<file path="src/rtl/scan_code_tx.sv">
// PS/2 device-side keystroke sender: a digit 0-9 goes out as make, F0, make; the device drives ps2_clk.
// Optional KEY_TX_INHIBIT_EN adds i_ps2_clk_in so the host can inhibit; a byte cut short by the host is resent.
module scan_code_tx #(
    parameter int CLK_DIV    = 4,
    parameter int GAP_CYCLES = 16
) (
    input  logic       clk,
    input  logic       rst_n,
`ifdef KEY_TX_INHIBIT_EN
    input  logic       i_ps2_clk_in,
`endif
    input  logic [3:0] i_num,
    input  logic       i_start,
    output logic       o_busy,
    output logic       o_done,
    output logic       o_err,
    output logic       o_ps2_clk,
    output logic       o_ps2_data
);

    localparam int HALF_W = (CLK_DIV > 1) ? $clog2(CLK_DIV) : 1;
    localparam int GAP_W  = (GAP_CYCLES > 1) ? $clog2(GAP_CYCLES) : 1;
    localparam logic [HALF_W-1:0] HALF_LAST = HALF_W'(CLK_DIV - 1);
    localparam logic [GAP_W-1:0]  GAP_LAST  = GAP_W'(GAP_CYCLES - 1);

    typedef enum logic [2:0] {
        S_IDLE, S_LOAD, S_BIT_HI, S_BIT_LO, S_GAP, S_ABORT
    } state_t;

    state_t             r_state, w_state_nxt;
    logic [HALF_W-1:0]  r_half, w_half_nxt;
    logic [3:0]         r_bit, w_bit_nxt;
    logic [GAP_W-1:0]   r_gap, w_gap_nxt;
    logic [1:0]         r_idx, w_idx_nxt;
    logic [7:0]         r_make, w_make_nxt;
    logic               r_ps2_clk, r_ps2_data, r_busy, r_done, r_err;
    logic               w_clk_nxt, w_data_nxt, w_busy_nxt, w_done_nxt, w_err_nxt;
    logic               w_accept, w_inh;
    logic [7:0]         w_tx_byte;

    function automatic logic [7:0] make_code(input logic [3:0] d);
        logic [7:0] c;
        case (d)
            4'd0:    c = 8'h45;
            4'd1:    c = 8'h16;
            4'd2:    c = 8'h1E;
            4'd3:    c = 8'h26;
            4'd4:    c = 8'h25;
            4'd5:    c = 8'h2E;
            4'd6:    c = 8'h36;
            4'd7:    c = 8'h3D;
            4'd8:    c = 8'h3E;
            4'd9:    c = 8'h46;
            default: c = 8'h00;
        endcase
        return c;
    endfunction

    // Frame bit n: 0 start, 1..8 data LSB first, 9 odd parity, 10 stop.
    function automatic logic frame_bit(input logic [7:0] b, input logic [3:0] n);
        logic v;
        v = 1'b1;
        if (n == 4'd0)
            v = 1'b0;
        else if (n <= 4'd8)
            v = b[3'(n - 4'd1)];
        else if (n == 4'd9)
            v = ~^b;
        return v;
    endfunction

`ifdef KEY_TX_INHIBIT_EN
    logic [1:0] r_inh_sync;
    always_ff @(posedge clk or negedge rst_n) begin
        if (!rst_n)
            r_inh_sync <= 2'b11;
        else
            r_inh_sync <= {r_inh_sync[0], i_ps2_clk_in};
    end
    assign w_inh = ~r_inh_sync[1];
`else
    assign w_inh = 1'b0;
`endif

    assign w_accept = (r_state == S_IDLE) && i_start && (i_num <= 4'd9);

    // State register; line/status outputs are registered from the next state.
    always_ff @(posedge clk or negedge rst_n) begin
        if (!rst_n) begin
            r_state    <= S_IDLE;
            r_half     <= '0;
            r_bit      <= '0;
            r_gap      <= '0;
            r_idx      <= '0;
            r_make     <= '0;
            r_ps2_clk  <= 1'b1;
            r_ps2_data <= 1'b1;
            r_busy     <= 1'b0;
            r_done     <= 1'b0;
            r_err      <= 1'b0;
        end else begin
            r_state    <= w_state_nxt;
            r_half     <= w_half_nxt;
            r_bit      <= w_bit_nxt;
            r_gap      <= w_gap_nxt;
            r_idx      <= w_idx_nxt;
            r_make     <= w_make_nxt;
            r_ps2_clk  <= w_clk_nxt;
            r_ps2_data <= w_data_nxt;
            r_busy     <= w_busy_nxt;
            r_done     <= w_done_nxt;
            r_err      <= w_err_nxt;
        end
    end

    always_comb begin
        w_state_nxt = r_state;
        w_half_nxt  = r_half;
        w_bit_nxt   = r_bit;
        w_gap_nxt   = r_gap;
        w_idx_nxt   = r_idx;
        w_make_nxt  = r_make;
        case (r_state)
            S_IDLE: begin
                if (w_accept) begin
                    w_state_nxt = S_LOAD;
                    w_make_nxt  = make_code(i_num);
                    w_idx_nxt   = '0;
                    w_bit_nxt   = '0;
                    w_half_nxt  = '0;
                    w_gap_nxt   = '0;
                end
            end
            S_LOAD: begin
                // An inhibited host parks us at the end of a gap until it lets go.
                if (w_inh) begin
                    w_state_nxt = S_GAP;
                    w_gap_nxt   = GAP_LAST;
                end else begin
                    w_state_nxt = S_BIT_HI;
                end
            end
            S_BIT_HI: begin
                if (w_inh) begin
                    w_state_nxt = S_ABORT;
                    w_half_nxt  = '0;
                    w_bit_nxt   = '0;
                end else if (r_half == HALF_LAST) begin
                    w_state_nxt = S_BIT_LO;
                    w_half_nxt  = '0;
                end else begin
                    w_half_nxt  = r_half + 1'b1;
                end
            end
            S_BIT_LO: begin
                if (r_half == HALF_LAST) begin
                    w_half_nxt = '0;
                    if (r_bit == 4'd10) begin
                        w_bit_nxt = '0;
                        if (r_idx == 2'd2) begin
                            w_state_nxt = S_IDLE;
                        end else begin
                            w_state_nxt = S_GAP;
                            w_gap_nxt   = '0;
                            w_idx_nxt   = r_idx + 2'd1;
                        end
                    end else begin
                        w_state_nxt = S_BIT_HI;
                        w_bit_nxt   = r_bit + 4'd1;
                    end
                end else begin
                    w_half_nxt = r_half + 1'b1;
                end
            end
            S_GAP: begin
                if (r_gap == GAP_LAST) begin
                    if (!w_inh) begin
                        w_state_nxt = S_BIT_HI;
                        w_bit_nxt   = '0;
                    end
                end else begin
                    w_gap_nxt = r_gap + 1'b1;
                end
            end
            S_ABORT: begin
                if (!w_inh) begin
                    w_state_nxt = S_GAP;
                    w_gap_nxt   = '0;
                end
            end
            default: w_state_nxt = S_IDLE;
        endcase
    end

    assign w_tx_byte = (w_idx_nxt == 2'd1) ? 8'hF0 : w_make_nxt;

    always_comb begin
        w_clk_nxt  = (w_state_nxt != S_BIT_LO);
        w_busy_nxt = !(w_state_nxt inside {S_IDLE, S_LOAD});
        w_done_nxt = (r_state == S_BIT_LO) && (w_state_nxt == S_IDLE);
        w_err_nxt  = (r_state == S_IDLE) && i_start && (i_num > 4'd9);
        w_data_nxt = r_ps2_data;
        // Data only moves as the clock rises, so it is stable through the low half.
        if (w_state_nxt == S_BIT_HI && r_state != S_BIT_HI)
            w_data_nxt = frame_bit(w_tx_byte, w_bit_nxt);
        else if (!(w_state_nxt inside {S_BIT_HI, S_BIT_LO}))
            w_data_nxt = 1'b1;
    end

    assign o_busy     = r_busy;
    assign o_done     = r_done;
    assign o_err      = r_err;
    assign o_ps2_clk  = r_ps2_clk;
    assign o_ps2_data = r_ps2_data;

endmodule
</file>
<file path="config.mk">
export PLATFORM = sky130hd
export DESIGN_NAME = scan_code_tx
export DESIGN_NICKNAME = d
export VERILOG_FILES = /design/src/rtl/scan_code_tx.sv
export SDC_FILE = /design/constraint.sdc
export NUM_CORES = 1
export LEC_CHECK = 0
export BUFFER_PORTS_ARGS = -buffer_cell sky130_fd_sc_hd__buf_2
export CORE_ASPECT_RATIO = 2
export CORE_MARGIN = 2
export CORE_UTILIZATION = 35
export DETAILED_ROUTE_END_ITERATION = 12
export SYNTH_ARGS = -nofsm -noshare
export SYNTH_HDL_FRONTEND = slang
export SYNTH_SLANG_ARGS = --single-unit
</file>
<file path="constraint.sdc">
create_clock -name clk -period 2.8 [get_ports clk]
set_clock_uncertainty 0.05 [all_clocks]
set_input_delay 0.14 -clock clk [delete_from_list [all_inputs] [get_ports clk]]
set_output_delay 0.14 -clock clk [all_outputs]
set_load 0.05 [all_outputs]
</file>
== Word level (Yosys, flattened, before mapping) ==
Memory sizes are Yosys's and may differ from the RTL's.
Cells that the tools add are included.

* Register bits: 28
* Bits in read-only memories: 112
* Input port bits: 7
* Output and inout port bits: 5
* Word-level logic and storage cells: 96
* Memories: 1

* Add/subtract/negate cells: 5
* $lt $le $gt $ge: 4
* Equal/unequal tests: 22
* Multiplexer cells: 36
* Reductions and logical operators: 17

{| class="wikitable"
|+ Memory list
! memory !! words !! bits a word !! read ports !! clocked after memory_dff !! write ports !! line !! RTL
|-
| (name not given) || 16 || 7 || 1 || 0 || 0 || 43 || <nowiki>case (d)</nowiki>
|}

{| class="wikitable"
|+ Operators with widths
! cell !! number
|-
| $mux 4 || 9
|-
| $mux 8 || 3
|-
| $mux 3 || 6
|-
| $pmux 3 s6 || 1
|-
| $pmux 4 s4 || 1
|-
| $eq 3x2->1 const B || 4
|-
| $eq 4x4->1 const B || 3
|-
| $mux 2 || 6
|-
| $ne 2x2->1 const B || 6
|-
| $pmux 4 s3 || 1
|-
| $add 4x1->4 const B || 2
|-
| $le 4x4->1 const B || 2
|-
| $pmux 2 s2 || 2
|-
| $reduce_xnor 8->1 || 1
|-
| $eq 3x1->1 const B || 2
|-
| $eq 3x3->1 const B || 2
|-
| $logic_not 3->1 || 2
|-
| $mux 1 || 6
|-
| $ne 3x2->1 const B || 2
|-
| $reduce_and 6->1 || 1
|-
| $reduce_bool 2->1 || 3
|-
| $logic_and 1x1->1 || 5
|-
| $add 2x1->2 const B || 2
|-
| $eq 2x2->1 const B || 2
|-
| other kinds (10) || 10
|}

== Depth between registers and ports, before layout ==
Gate-level depths: netlist of run 1.

* Word-level depth: 12
* Depth in mapped cells: 15

== Worst setup path after synthesis of run 1 ==
No wires, ideal clock.

* Path type: reg2reg
* Start: register r_bit[0]
* End: register r_ps2_data, in the netlist o_ps2_data
* Data arrival time: 2.333 ns
* Data required time: 2.673 ns
* Slack: 0.339 ns
* Cell stages (with the launch flop): 14
* Buffers on the path: 1
* Clock period less this slack: 2.461 ns
* Cell sequence: dfrtp_1 > inv_1 > ha_1 > and3b_1 > or2_0 > nor2_1 > or2_0 > buf_2 > inv_1 > ha_1 > mux4_2 > nand3_1 > a41o_1 > nor2_1

{| class="wikitable"
|+ RTL lines
! element !! line !! RTL
|-
| from (decl) || 32 || <nowiki>logic [3:0] r_bit, w_bit_nxt;</nowiki>
|-
| from (signal assigned) || 104 || <nowiki>r_bit <= w_bit_nxt;</nowiki>
|-
| $add 4x1->4 / $eq 4x4->1 (equally long branches) || 169, 158 ||
|-
| $mux 4 || 158 || <nowiki>if (r_bit == 4'd10) begin</nowiki>
|-
| $mux 4 || 156 || <nowiki>if (r_half == HALF_LAST) begin</nowiki>
|-
| $pmux 4 s3 (*) || 123 || <nowiki>case (r_state)</nowiki>
|-
| net w_bit_nxt[0] || 32 ||
|-
| $sub 3x1->3 || 66 || <nowiki>v = b[3'(n - 4'd1)];</nowiki>
|-
| $bmux 1 s3 || 66 ||
|-
| $mux 1 (not written as such) || 66 ||
|-
| $mux 1 || 65 || <nowiki>else if (n <= 4'd8)</nowiki>
|-
| $mux 1 (*) || 63 || <nowiki>if (n == 4'd0)</nowiki>
|-
| $mux 1 (*) || 204 || <nowiki>if (w_state_nxt == S_BIT_HI && r_state != S_BIT_HI)</nowiki>
|-
| to (signal assigned) || 109 || <nowiki>r_ps2_data <= w_data_nxt;</nowiki>
|-
| to (decl) || 36 || <nowiki>logic r_ps2_clk, r_ps2_data, r_busy, r_done, r_err;</nowiki>
|}

The timed path passes the listed nets; every way through them passes the cells marked *. The select of a mux whose other input is x is not followed.
A chain may end at the register's enable or synchronous reset.

== Worst setup path in the final report of run 1 ==
* Start: register r_gap[0]
* End: register r_ps2_data, in the netlist o_ps2_data

* Word-level cells in the longest chain between the ends: 9

{| class="wikitable"
|+ Ends and longest elaborated chain
! element !! line !! RTL
|-
| from (decl) || 33 || <nowiki>logic [GAP_W-1:0] r_gap, w_gap_nxt;</nowiki>
|-
| from (signal assigned) || 105 || <nowiki>r_gap <= w_gap_nxt;</nowiki>
|-
| $eq 4x4->1 (*) || 176 || <nowiki>if (r_gap == GAP_LAST) begin</nowiki>
|-
| $mux 4 || 176 ||
|-
| $pmux 4 s3 || 123 ||
|-
| $sub 3x1->3 || 66 ||
|-
| $bmux 1 s3 || 66 ||
|-
| $mux 1 (not written as such) || 66 ||
|-
| $mux 1 || 65 ||
|-
| $mux 1 || 63 ||
|-
| $mux 1 || 204 ||
|}

Every way passes the cells marked *; elsewhere a longest branch is shown, timed or not. The select of a mux whose other input is x is not followed.

==> metrics.log, run 1 <==
INFO  metric detailed_route_wire_length_per_cell = around 16 um
INFO  metric hold_class = input pin to flop
INFO  metric synth_ff_type = dfrtp_1
INFO  metric cts_max_path_buffers = 2
INFO  metric portion_of_total_power_attributed_to_sequential_cells = 54.3%
INFO  metric via_per_inst = 5.40
INFO  metric clock.fmax = just under 400 MHz
INFO  metric ioPinCount = 12
INFO  metric finalSetupViolations = 0
INFO  metric grt_pass1_vias = 1558
INFO  metric global_route.usage.total = ~16%
INFO  metric pre_cts_ws = 207 ps
INFO  metric placedInstanceArea = 2110 um^2
INFO  metric initial_antenna_violation_count = 0
INFO  metric beginning_of_the_critical_path = r_gap[0]$_DFFE_PN0P_
INFO  metric die_height = 110 um
INFO  metric most-common-layout-cells = dfrtp_1, inv_1, nand2_1
INFO  metric grt_max_degree = 29
INFO  metric final_layout_size_suffix_gt1_share = 20.2%
INFO  metric final_core_util = 40.2%
INFO  metric endpoint_type_of_the_worst_setup_path = flop
INFO  metric status = finished clean
INFO  metric count_of_unique_library_cells_instantiated_by_yosys = 55
INFO  metric grt_pass1_wl = 7600 um
INFO  metric initial_standard_cell_utilization_of_the_core = between 30% and 40%
INFO  metric ff2ff_path_depth = 12
INFO  metric worst-endpoint-arrival = between 2000 and 3000 ps
INFO  metric timing.max_slew.rel_slack = approximately 58%
INFO  metric clockPowerShare = between 30% and 40%
INFO  metric vias = between 1500 and 2000
INFO  metric post-route-drc-count = 0
INFO  metric most_common_cell_after_layout_fill_and_taps_aside = dfrtp_1
INFO  metric cts.reportedPaths.clkPinSlew = about 100 ps
INFO  metric finalCritPeriodShare = between 90% and 100%
INFO  metric ff2ff_setup_slack = between 200 and 250 ps
INFO  metric timing.final.max_slew_violations = 0
INFO  metric wl = 4530 um
INFO  metric diodes = 0
INFO  metric critical_path.max_fanout = 4
INFO  metric report.final.hold_viol_count = 0
INFO  metric drt_iter0_markers = 32
INFO  metric synth_sequential_area_ratio = between 30% and 40%
INFO  metric syn_area = 1980 um^2
INFO  metric numCtsBuffers = 3
INFO  metric power.share.combinational = a little over a tenth
INFO  metric critical_path.reg2reg.endpoint = o_ps2_data$_DFFE_PN1P_
INFO  metric multi_input_comb_area = ~1100 um^2
INFO  metric synthesis.instances = 210
INFO  metric fin_setup_tns = 0 ps
INFO  metric timing.critical_path.required = a little under 3000 ps
INFO  metric power.density = roughly 350 nW/um^2
INFO  metric portBuffers = 11
INFO  metric insertion_delay_to_the_later_sink_of_the_worst_skew_pair = roughly 290 ps
INFO  metric grt-ovfl-total = 0
INFO  metric cts_root_buf = clkbuf_8
INFO  metric net_count_after_synthesis = ~230
INFO  metric ys_warn_count = 0
INFO  metric total_number_of_nets_in_the_final_design = 250
INFO  metric n_fill_cell = 590
INFO  metric die_w = ~57 um
INFO  metric h-tree-depth = 1
INFO  metric final_area = between 2000 and 2500 um^2
INFO  metric peakVddDrop = roughly 0.28 mV
INFO  metric crit_path_start_kind = flop
INFO  metric tightest_slew = about 630 ps
INFO  metric detailedRoute.firstPassIterationCount = 4
INFO  metric sw_frac_of_total = 24.7%
INFO  metric power_switching = roughly 190 uW
INFO  metric fp.dieArea = about 6300 um^2
INFO  metric timing.final.ws_setup = between 200 and 250 ps
INFO  metric relative_area_change_from_synthesis_to_final_layout = 10.2%
INFO  metric cts.sinks = 28
INFO  metric fin_crit = about 2600 ps
INFO  metric tritoncts = built
INFO  metric synth_seq_cells = 28
INFO  metric synth_enable_flop_cells = 0
INFO  metric seq_area = around 700 um^2
INFO  metric core.rowCount = 38
INFO  metric floorplan.core_area = roughly 5400 um^2
INFO  metric synth-async-reset-ratio = 100%
INFO  metric avgSynthCellArea = roughly 9.4 um^2
INFO  metric max_cap_viol_count = 0
INFO  metric static-leakage-power = 0.00102 uW
INFO  metric worstSetupPathType = flop to flop
INFO  metric dp_hpwl = between 3000 and 4000 um
INFO  metric rsz_0062_raised_after_global_routing = no
INFO  metric cellInternalPower = between 500 and 600 uW
INFO  metric drt.antenna.violating_nets = 0
INFO  metric crit-reg2reg-launch = r_gap[0]$_DFFE_PN0P_
INFO  metric gp_routability_congestion = between 0.8 and 0.9
INFO  metric total_power = around 760 uW
INFO  metric crit_path_end = o_ps2_data$_DFFE_PN1P_
[power by group through the flow]
stage                     Combinational (uW)  Sequential (uW)  Clock (uW)
after floorplan                         55.3              423           0
after global routing                    93.2              413         285
final                                   82.5              412         265
after global placement                  82.5              420           0
after detailed placement                82.9              420           0
after CTS                               84.7              412         270
[critical path, cell delays in order (launching register included)]
cell,delay [ps]
dfrtp_1,400
ha_1,200
nand3_1,170
o32ai_4,210
nand2_1,120
a31oi_1,390
ha_1,270
inv_1,70
o2111ai_1,100
and3b_1,200
mux2i_1,140
a21oi_1,90
nor2_1,120
[synth_stat cells, drive strengths merged (2+ instances only)]
master	n	area (um^2)
buf	7	53.8
and2	4	26.3
a21oi	7	38.8
nand2	19	71.3
and3b	3	27.5
nor3b	2	20.0
or2	3	21.3
nor3	5	25.0
nor2	12	45.0
dfstp	2	52.6
o21ai	14	70.1
a211oi	2	20.0
o2111ai	2	17.5
xor2	2	17.5
o21a	2	15.0
xnor2	6	67.6
dfrtp	26	651
inv	23	86.3
o31ai	4	30.0
a31oi	4	25.0
nand3b	2	15.0
ha	14	175
o32ai	2	36.3
nand4	2	12.5
mux2	4	48.8
mux2i	7	73.8
nand3	10	50.1
nand4b	2	17.5
nand2b	4	32.5
[area by class of cell]
class / count / area share (%)
multi-input combinational: 151 / 51.4
sequential: 28 / 32.2
timing repair buffer: 22 / 6.43
inverter: 23 / 3.96
tap: 60 / 3.44
clock buffer: 4 / 2.52
[sequential cells by signal, summed over array words and instances (netlist names), 2 cells and up]
name,count
r_bit,4
r_gap,4
r_half,2
r_idx,2
r_make,8
r_state,3
[how the worst min path moves through the flow]
stage | end | cells after the start | from
after CTS | o_err$_DFF_PN0_ | 3 | i_start
after global routing | o_err$_DFF_PN0_ | 3 | i_start
final | o_err$_DFF_PN0_ | 3 | i_start
after detailed placement | r_gap[3]$_DFFE_PN0P_ | 1 | rst_n
after floorplan | o_busy$_DFF_PN0_ | 0 | rst_n
after global placement | r_gap[3]$_DFFE_PN0P_ | 1 | rst_n
[metrics by stage]
stage | hold slack (ps) | cells
2_1_floorplan | -206 | 210
3_3_place_gp | 144 | 282
3_5_place_dp | 157 | 282
4_1_cts | 121 | 287
5_1_grt | 124 | 288
6_report | 111 | 288
[timing repair]
action	in CTS	in global routing
endpoints found under the hold margin	26	0
resized for setup	0	0
endpoints found under the setup margin	0	1
hold buffers	1	0
buffers inserted	0	1
[logic make-up (layout without fill, tap and decap cells)]
group,after synthesis,in the layout,share of synthesized area [%]
and+or+nand+nor,71,71,19.5
AOI/OAI and AO/OA,46,46,16.6
muxes,12,12,7.34
DFF,28,28,35.5
buffers and inverters,31,49,7.78
adders and majority gates,14,14,8.86
xor gates and xnor gates,8,8,4.30
[layer usage]
layer | global-route usage [%] | vias to the layer above | share of wire, % | wire length [um]
met4 | 11.8 | 0 | 6.1 | 277
met2 | 30.0 | 29 | 56 | 2550
met1 | 15.9 | 740 | 35 | 1600
li1 | - | 771 | - | -
met3 | 1.40 | 15 | 2.4 | 107
met5 | 0 | - | 0 | 0
Note: power is estimated with default switching activity, not from simulation.
==> inputs of run 2 (changes only) <==
clock period = 2.75 ns   (was 2.8 ns; I/O delays follow)
==> metrics.log, run 2 (synthesis results as in run 1) <==
INFO  metric status = finished clean (unchanged)
INFO  metric die_height = 110 um (unchanged)
INFO  metric ff2ff_setup_slack = 190 ps (was 210 ps)
INFO  metric peakVddDrop = 0.287 mV (was 0.284 mV)
INFO  metric grt_max_degree = 29 (unchanged)
INFO  metric power.density = 346 nW/um^2 (was 348 nW/um^2)
INFO  metric grt_busiest_layer = met2 (unchanged)
INFO  metric total_number_of_nets_in_the_final_design = 256 (was 250)
INFO  metric relative_area_change_from_synthesis_to_final_layout = 12.7% (was 10.2%)
INFO  metric final_layout_size_suffix_gt1_share = 23.1% (was 20.2%)
INFO  metric finalSetupViolations = 0 (unchanged)
INFO  metric fin_setup_tns = 0 ps (unchanged)
INFO  metric grt_pass1_vias = 1636 (was 1558)
INFO  metric most_common_cell_after_layout_fill_and_taps_aside = dfrtp_1 (unchanged)
INFO  metric cp_num_buf_inv = 2 (was 1)
INFO  metric clock.fmax = 390 MHz (was 386 MHz)
INFO  metric power.share.combinational = 11.1% (was 10.9%)
INFO  metric grtUsageMet2 = 32.1% (was 30.0%)
INFO  metric cts.reportedPaths.clkPinSlew = 90 ps (was 100 ps)
INFO  metric initial_antenna_violation_count = 0 (unchanged)
INFO  metric timing.final.max_slew_violations = 0 (unchanged)
INFO  metric gp_routability_congestion = 0.840 (was 0.823)
INFO  metric wl = 4650 um (was 4530 um)
INFO  metric fp.dieArea = 6310 um^2 (unchanged)
INFO  metric cellInternalPower = 583 uW (was 571 uW)
INFO  metric cts_max_path_buffers = 2 (unchanged)
INFO  metric critical_path.reg2reg.endpoint = o_ps2_data$_DFFE_PN1P_ (unchanged)
INFO  metric placed_cells_incl_taps = 284 (was 282)
INFO  metric most-common-layout-cells = dfrtp_1, inv_1, nand2_1 (unchanged)
INFO  metric sw_frac_of_total = 24.4% (was 24.7%)
INFO  metric rsz_0062_raised_after_global_routing = no (unchanged)
INFO  metric diodes = 0 (unchanged)
INFO  metric insertion_delay_to_the_later_sink_of_the_worst_skew_pair = 290 ps (about the same)
INFO  metric global_route.usage.total = 16.4% (was 16.0%)
INFO  metric h-tree-depth = 1 (unchanged)
INFO  metric min_to = o_err$_DFF_PN0_ (unchanged)
INFO  metric finalCritPeriodShare = 93.2% (was 92.5%)
INFO  metric floorplan.core_area = 5420 um^2 (unchanged)
INFO  metric cp_slowest_cell = dfrtp_1 (unchanged)
INFO  metric hold_class = input pin to flop (unchanged)
INFO  metric tritoncts = built (unchanged)
INFO  metric portBuffers = 11 (unchanged)
INFO  metric clockPowerShare = 34.3% (was 34.8%)
INFO  metric stdcell_count = 294 (was 288)
INFO  metric post-route-drc-count = 0 (unchanged)
INFO  metric cts.sinks = 28 (unchanged)
INFO  metric detailed_route_wire_length_per_cell = 15.8 um (was 15.7 um)
INFO  metric detailedRoute.firstPassIterationCount = 4 (unchanged)
INFO  metric n_fill_cell = 579 (was 590)
INFO  metric grt-ovfl-total = 0 (unchanged)
INFO  metric numCtsBuffers = 3 (unchanged)
INFO  metric globalRouteMet1Util = 14.9% (was 15.9%)
INFO  metric timing.critical_path.required = 2930 ps (was 2980 ps)
INFO  metric cp_top_family = simple AND/OR/NAND/NOR gates (was compound AO/OA/AOI/OAI gates)
INFO  metric max_cap_viol_count = 0 (unchanged)
INFO  metric ff2ff_path_depth = 13 (was 12)
INFO  metric worstPathCellList = ha_1, and3b_1, or2_0, nor2_2, or2_0, inv_1, ha_1, inv_1, o2111ai_1, and3b_1, mux2i_1, a21oi_1, nor2_1 (was ha_1, nand3_1, o32ai_4, nand2_1, a31oi_1, ha_1, inv_1, o2111ai_1, and3b_1, mux2i_1, a21oi_1, nor2_1)
INFO  metric static-leakage-power = 0.00104 uW (was 0.00102 uW)
INFO  metric crit_path_start_kind = flop (unchanged)
INFO  metric worst-endpoint-arrival = 2740 ps (was 2770 ps)
INFO  metric via_per_inst = 5.37 (was 5.40)
INFO  metric crit-reg2reg-launch = r_bit[1]$_DFF_PN0_ (was r_gap[0]$_DFFE_PN0P_)
INFO  metric initial_standard_cell_utilization_of_the_core = 36.5% (unchanged)
INFO  metric core.rowCount = 38 (unchanged)
INFO  metric fin_crit = 2560 ps (was 2590 ps)
INFO  metric ioPinCount = 12 (unchanged)
INFO  metric vias = 1579 (was 1555)
INFO  metric largest_reg_flops = 8 (unchanged)
INFO  metric drt_iter0_markers = 32 (unchanged)
INFO  metric endpoint_type_of_the_worst_setup_path = flop (unchanged)
INFO  metric power_switching = 188 uW (about the same)
INFO  metric drt.antenna.violating_nets = 0 (unchanged)
INFO  metric report.final.hold_viol_count = 0 (unchanged)
INFO  metric gr-usage-met3 = 1.17% (was 1.40%)
INFO  metric critical_path.max_fanout = 4 (unchanged)
INFO  metric largest_registers = r_make (8), r_bit (4), r_gap (4) (unchanged)
INFO  metric portion_of_total_power_attributed_to_sequential_cells = 54.5% (was 54.3%)
INFO  metric cts_root_buf = clkbuf_8 (unchanged)
INFO  metric timing.max_slew.rel_slack = 58.1% (was 58.0%)
INFO  metric slowest_delay = 430 ps (was 400 ps)
INFO  metric min-delay-start = i_start (unchanged)
INFO  metric die_w = 57.2 um (unchanged)
INFO  metric grt_pass1_wl = 7770 um (was 7600 um)
INFO  metric dp_hpwl = 3700 um (was 3600 um)
INFO  metric tightest_slew = 628 ps (was 630 ps)
INFO  metric max_flop_register = r_make (unchanged)
INFO  metric min_path_cells = 3 (unchanged)
INFO  metric worstSetupPathType = flop to flop (unchanged)
==> run 2: worst min-delay path, cell delays in order <==
cell	delay [ps]
buf_2	120
nand2b_4	90
nor3_1	50
==> run 2: metrics by stage <==
stage	hold slack, ps	worst slack (ps)	power [uW]	utilization, %	instance area, um^2
2_1_floorplan	-208	289	487	-	1980
3_3_place_gp	145	228	514	39.2	2120
3_5_place_dp	153	188	515	39.2	2120
4_1_cts	109	180	780	40.4	2190
5_1_grt	120	0.314	800	41.1	2230
6_report	101	187	771	41.1	2230
==> run 2: layout make-up <==
cell class | instances | area [um^2] | area share [%]
flip-flops and latches | 28 | 704 | 31.6
repair buffers | 28 | 185 | 8.31
multi-input cells | 151 | 1120 | 50.4
inverters | 23 | 86.3 | 3.87
clock buffers | 4 | 55.1 | 2.47
well taps | 60 | 75.1 | 3.37
==> run 2: how the worst max path moves through the flow <==
stage / from / end / slack [ps] / depth (start not counted)
finish: r_bit[1]$_DFF_PN0_ / o_ps2_data$_DFFE_PN1P_ / 190 / 13
global route: r_bit[1]$_DFF_PN0_ / o_ps2_data$_DFFE_PN1P_ / 0.3 / 13
CTS: r_bit[0]$_DFF_PN0_ / o_ps2_data$_DFFE_PN1P_ / 180 / 14
detailed placement: r_bit[0]$_DFF_PN0_ / o_ps2_data$_DFFE_PN1P_ / 190 / 14
global placement: r_state[1]$_DFF_PN0_ / o_ps2_data$_DFFE_PN1P_ / 230 / 13
floorplan: r_bit[0]$_DFF_PN0_ / o_ps2_data$_DFFE_PN1P_ / 290 / 13
==> run 2: power groups by stage <==
stage	clock, uW	sequential (uW)	combinational [uW]
floorplan	0	431	56.3
global placement	0	429	85.6
detailed placement	0	429	86.0
CTS	272	421	87.5
global route	282	421	96.4
finish	265	420	85.7
==> run 2: timing repair <==
item | CTS | global route
buffers inserted | 0 | 5
hold buffers | 1 | 0
resized for setup | 0 | 2
endpoints found under the hold margin | 26 | 0
endpoints found under the setup margin | 0 | 1
==> run 2: routing by layer <==
layer  wire (um)  part of all wire [%]
met1        1590                    34
met3          73                   1.6
met2        2680                    58
met5           0                     0
met4         300                   6.5
==> inputs of run 3 (changes only) <==
PLACE_DENSITY = 0.61   (was default)
REMOVE_ABC_BUFFERS = 1   (was default)
==> metrics.log, run 3 (synthesis results as in run 1) <==
INFO  metric timing.final.ws_setup = 290 ps (was 187 ps)
INFO  metric finalSetupViolations = 0 (unchanged)
INFO  metric fp.dieArea = 6310 um^2 (unchanged)
INFO  metric sw_frac_of_total = 25.3% (was 24.4%)
INFO  metric crit_path_end = o_ps2_data$_DFFE_PN1P_ (unchanged)
INFO  metric grt_max_degree = 29 (unchanged)
INFO  metric portBuffers = 11 (unchanged)
INFO  metric cts.sinks = 28 (unchanged)
INFO  metric largest_reg_flops = 8 (unchanged)
INFO  metric h-tree-depth = 1 (unchanged)
INFO  metric timing.max_slew.rel_slack = 56.1% (was 58.1%)
INFO  metric tightest_slew = 658 ps (was 628 ps)
INFO  metric global_route.usage.total = 15.6% (was 16.4%)
INFO  metric max_flop_register = r_make (unchanged)
INFO  metric ff2ff_path_depth = 14 (was 13)
INFO  metric fin_crit = 2460 ps (was 2560 ps)
INFO  metric drt_iter0_markers = 32 (unchanged)
INFO  metric cts_max_path_buffers = 2 (unchanged)
INFO  metric beginning_of_the_critical_path = r_bit[0]$_DFF_PN0_ (was r_bit[1]$_DFF_PN0_)
INFO  metric core.rowCount = 38 (unchanged)
INFO  metric post-route-drc-count = 0 (unchanged)
INFO  metric cellInternalPower = 553 uW (was 583 uW)
INFO  metric status = finished clean (unchanged)
INFO  metric die_w = 57.2 um (unchanged)
INFO  metric cts.reportedPaths.clkPinSlew = 90 ps (about the same)
INFO  metric wl = 4490 um (was 4650 um)
INFO  metric via_per_inst = 5.37 (about the same)
INFO  metric clock.fmax = 406 MHz (was 390 MHz)
INFO  metric diodes = 0 (unchanged)
INFO  metric dr.max_layer_used = met4 (unchanged)
INFO  metric grt-ovfl-total = 0 (unchanged)
INFO  metric endpoint_type_of_the_worst_setup_path = flop (unchanged)
INFO  metric final_layout_size_suffix_gt1_share = 23.2% (was 23.1%)
INFO  metric detailedRoute.firstPassIterationCount = 4 (unchanged)
INFO  metric hold_class = input pin to flop (unchanged)
INFO  metric initial_standard_cell_utilization_of_the_core = 36.5% (unchanged)
INFO  metric largest_registers = r_make (8), r_bit (4), r_gap (4) (unchanged)
INFO  metric portion_of_total_power_attributed_to_sequential_cells = 56.8% (was 54.5%)
INFO  metric pre_cts_ws = 155 ps (was 188 ps)
INFO  metric floorplan.core_area = 5420 um^2 (unchanged)
INFO  metric timing.final.max_slew_violations = 0 (unchanged)
INFO  metric fin_setup_tns = 0 ps (unchanged)
INFO  metric wl_met2 = 2540 um (was 2680 um)
INFO  metric wl_met3 = 95 um (was 73 um)
INFO  metric numCtsBuffers = 3 (unchanged)
INFO  metric most_common_cell_after_layout_fill_and_taps_aside = dfrtp_1 (unchanged)
INFO  metric most-common-layout-cells = dfrtp_1, inv_1, nand2_1 (unchanged)
INFO  metric initial_antenna_violation_count = 0 (unchanged)
INFO  metric relative_area_change_from_synthesis_to_final_layout = 12.8% (was 12.7%)
INFO  metric gp_routability_congestion = 0.795 (was 0.840)
INFO  metric die_height = 110 um (unchanged)
INFO  metric grt_pass1_wl = 7450 um (was 7770 um)
INFO  metric ff2ff_setup_slack = 290 ps (was 190 ps)
INFO  metric min-delay-start = i_start (unchanged)
INFO  metric peakVddDrop = 0.281 mV (was 0.287 mV)
INFO  metric rsz_0062_raised_after_global_routing = no (unchanged)
INFO  metric power_switching = 187 uW (was 188 uW)
INFO  metric worst-endpoint-arrival = 2630 ps (was 2740 ps)
INFO  metric tritoncts = built (unchanged)
INFO  metric vias = 1572 (was 1579)
INFO  metric report.final.hold_viol_count = 0 (unchanged)
INFO  metric power.share.combinational = 11.8% (was 11.1%)
INFO  metric critical_path.max_fanout = 4 (unchanged)
INFO  metric finalCritPeriodShare = 89.5% (was 93.2%)
INFO  metric drt.antenna.violating_nets = 0 (unchanged)
INFO  metric crit-reg2reg-launch = r_bit[0]$_DFF_PN0_ (was r_bit[1]$_DFF_PN0_)
INFO  metric static-leakage-power = 0.00104 uW (about the same)
INFO  metric crit_path_start_kind = flop (unchanged)
INFO  metric critical_path.reg2reg.endpoint = o_ps2_data$_DFFE_PN1P_ (unchanged)
INFO  metric detailed_route_wire_length_per_cell = 15.3 um (was 15.8 um)
INFO  metric grt_pass1_vias = 1585 (was 1636)
INFO  metric ioPinCount = 12 (unchanged)
INFO  metric total_number_of_nets_in_the_final_design = 256 (unchanged)
INFO  metric dp_hpwl = 3440 um (was 3700 um)
INFO  metric timing.critical_path.required = 2920 ps (was 2930 ps)
INFO  metric detail_route.wirelength.met1 = 1700 um (was 1590 um)
INFO  metric worstSetupPathType = flop to flop (unchanged)
INFO  metric max_cap_viol_count = 0 (unchanged)
INFO  metric insertion_delay_to_the_later_sink_of_the_worst_skew_pair = 290 ps (about the same)
INFO  metric cts_root_buf = clkbuf_8 (unchanged)
INFO  metric final_core_util = 41.2% (was 41.1%)
INFO  metric clockPowerShare = 31.4% (was 34.3%)
INFO  metric power.density = 332 nW/um^2 (was 346 nW/um^2)
-- run 3: changes by cell type in the layout (fill, tap and decap cells not counted), sizes merged --
cell / previous run / this run
clkbuf: 4 / 3
-- run 3: layout make-up --
cell class / count / area [um^2]
sequential: 28 / 704
inverter: 23 / 86.3
multi-input combinational: 151 / 1140
clock buffer: 3 / 41.3
timing repair buffer: 28 / 185
fill: 575 / 3190
tap: 60 / 75.1
-- run 3: layer usage --
layer	global-route usage, %	up-vias
met5	0	-
met4	8.64	0
met3	1.75	9
met2	30.1	26
met1	15.7	757
li1	-	780
-- run 3: worst min-delay path by stage --
stage                           endpoint  slack (ps)  depth (start not counted)
global placement    r_gap[3]$_DFFE_PN0P_         140                          1
finish                   o_err$_DFF_PN0_          90                          3
floorplan               o_busy$_DFF_PN0_        -210                          0
CTS                      o_err$_DFF_PN0_          90                          3
detailed placement  r_gap[3]$_DFFE_PN0P_         160                          1
global route             o_err$_DFF_PN0_          90                          3
-- run 3: worst max-delay path: stages (launching register included) --
cell	delay, ps
dfrtp_1	380
inv_1	50
ha_1	200
and3b_1	230
or2_1	240
nor2_2	130
or2_1	140
inv_1	60
ha_1	200
inv_1	70
o2111ai_1	120
and3b_1	230
mux2i_1	70
a21oi_1	170
nor2_1	60
-- run 3: power by group through the flow --
| stage | clock network, uW | logic, uW | registers [uW] |
|---|---|---|---|
| 2_1_floorplan | 0 | 51.3 | 431 |
| 6_report | 232 | 87.4 | 420 |
| 3_3_place_gp | 0 | 85.1 | 428 |
| 3_5_place_dp | 0 | 87.1 | 428 |
| 5_1_grt | 260 | 96.6 | 421 |
| 4_1_cts | 246 | 88.3 | 420 |
-- run 3: through the flow --
| stage | instance area (um^2) | total power, uW | hold slack (ps) | std cells |
|---|---|---|---|---|
| finish | 2230 | 740 | 93.0 | 293 |
| global route | 2230 | 777 | 87.9 | 293 |
| CTS | 2170 | 754 | 89.3 | 287 |
| detailed placement | 2120 | 515 | 160 | 283 |
| global placement | 2120 | 513 | 144 | 283 |
| floorplan | 1910 | 482 | -208 | 202 |
-- run 3: timing repair --
item	CTS	global route
hold buffers	1	0
buffers inserted	0	6
hold endpoints to repair	26	0
gates resized for setup	0	6
setup endpoints to repair	0	1
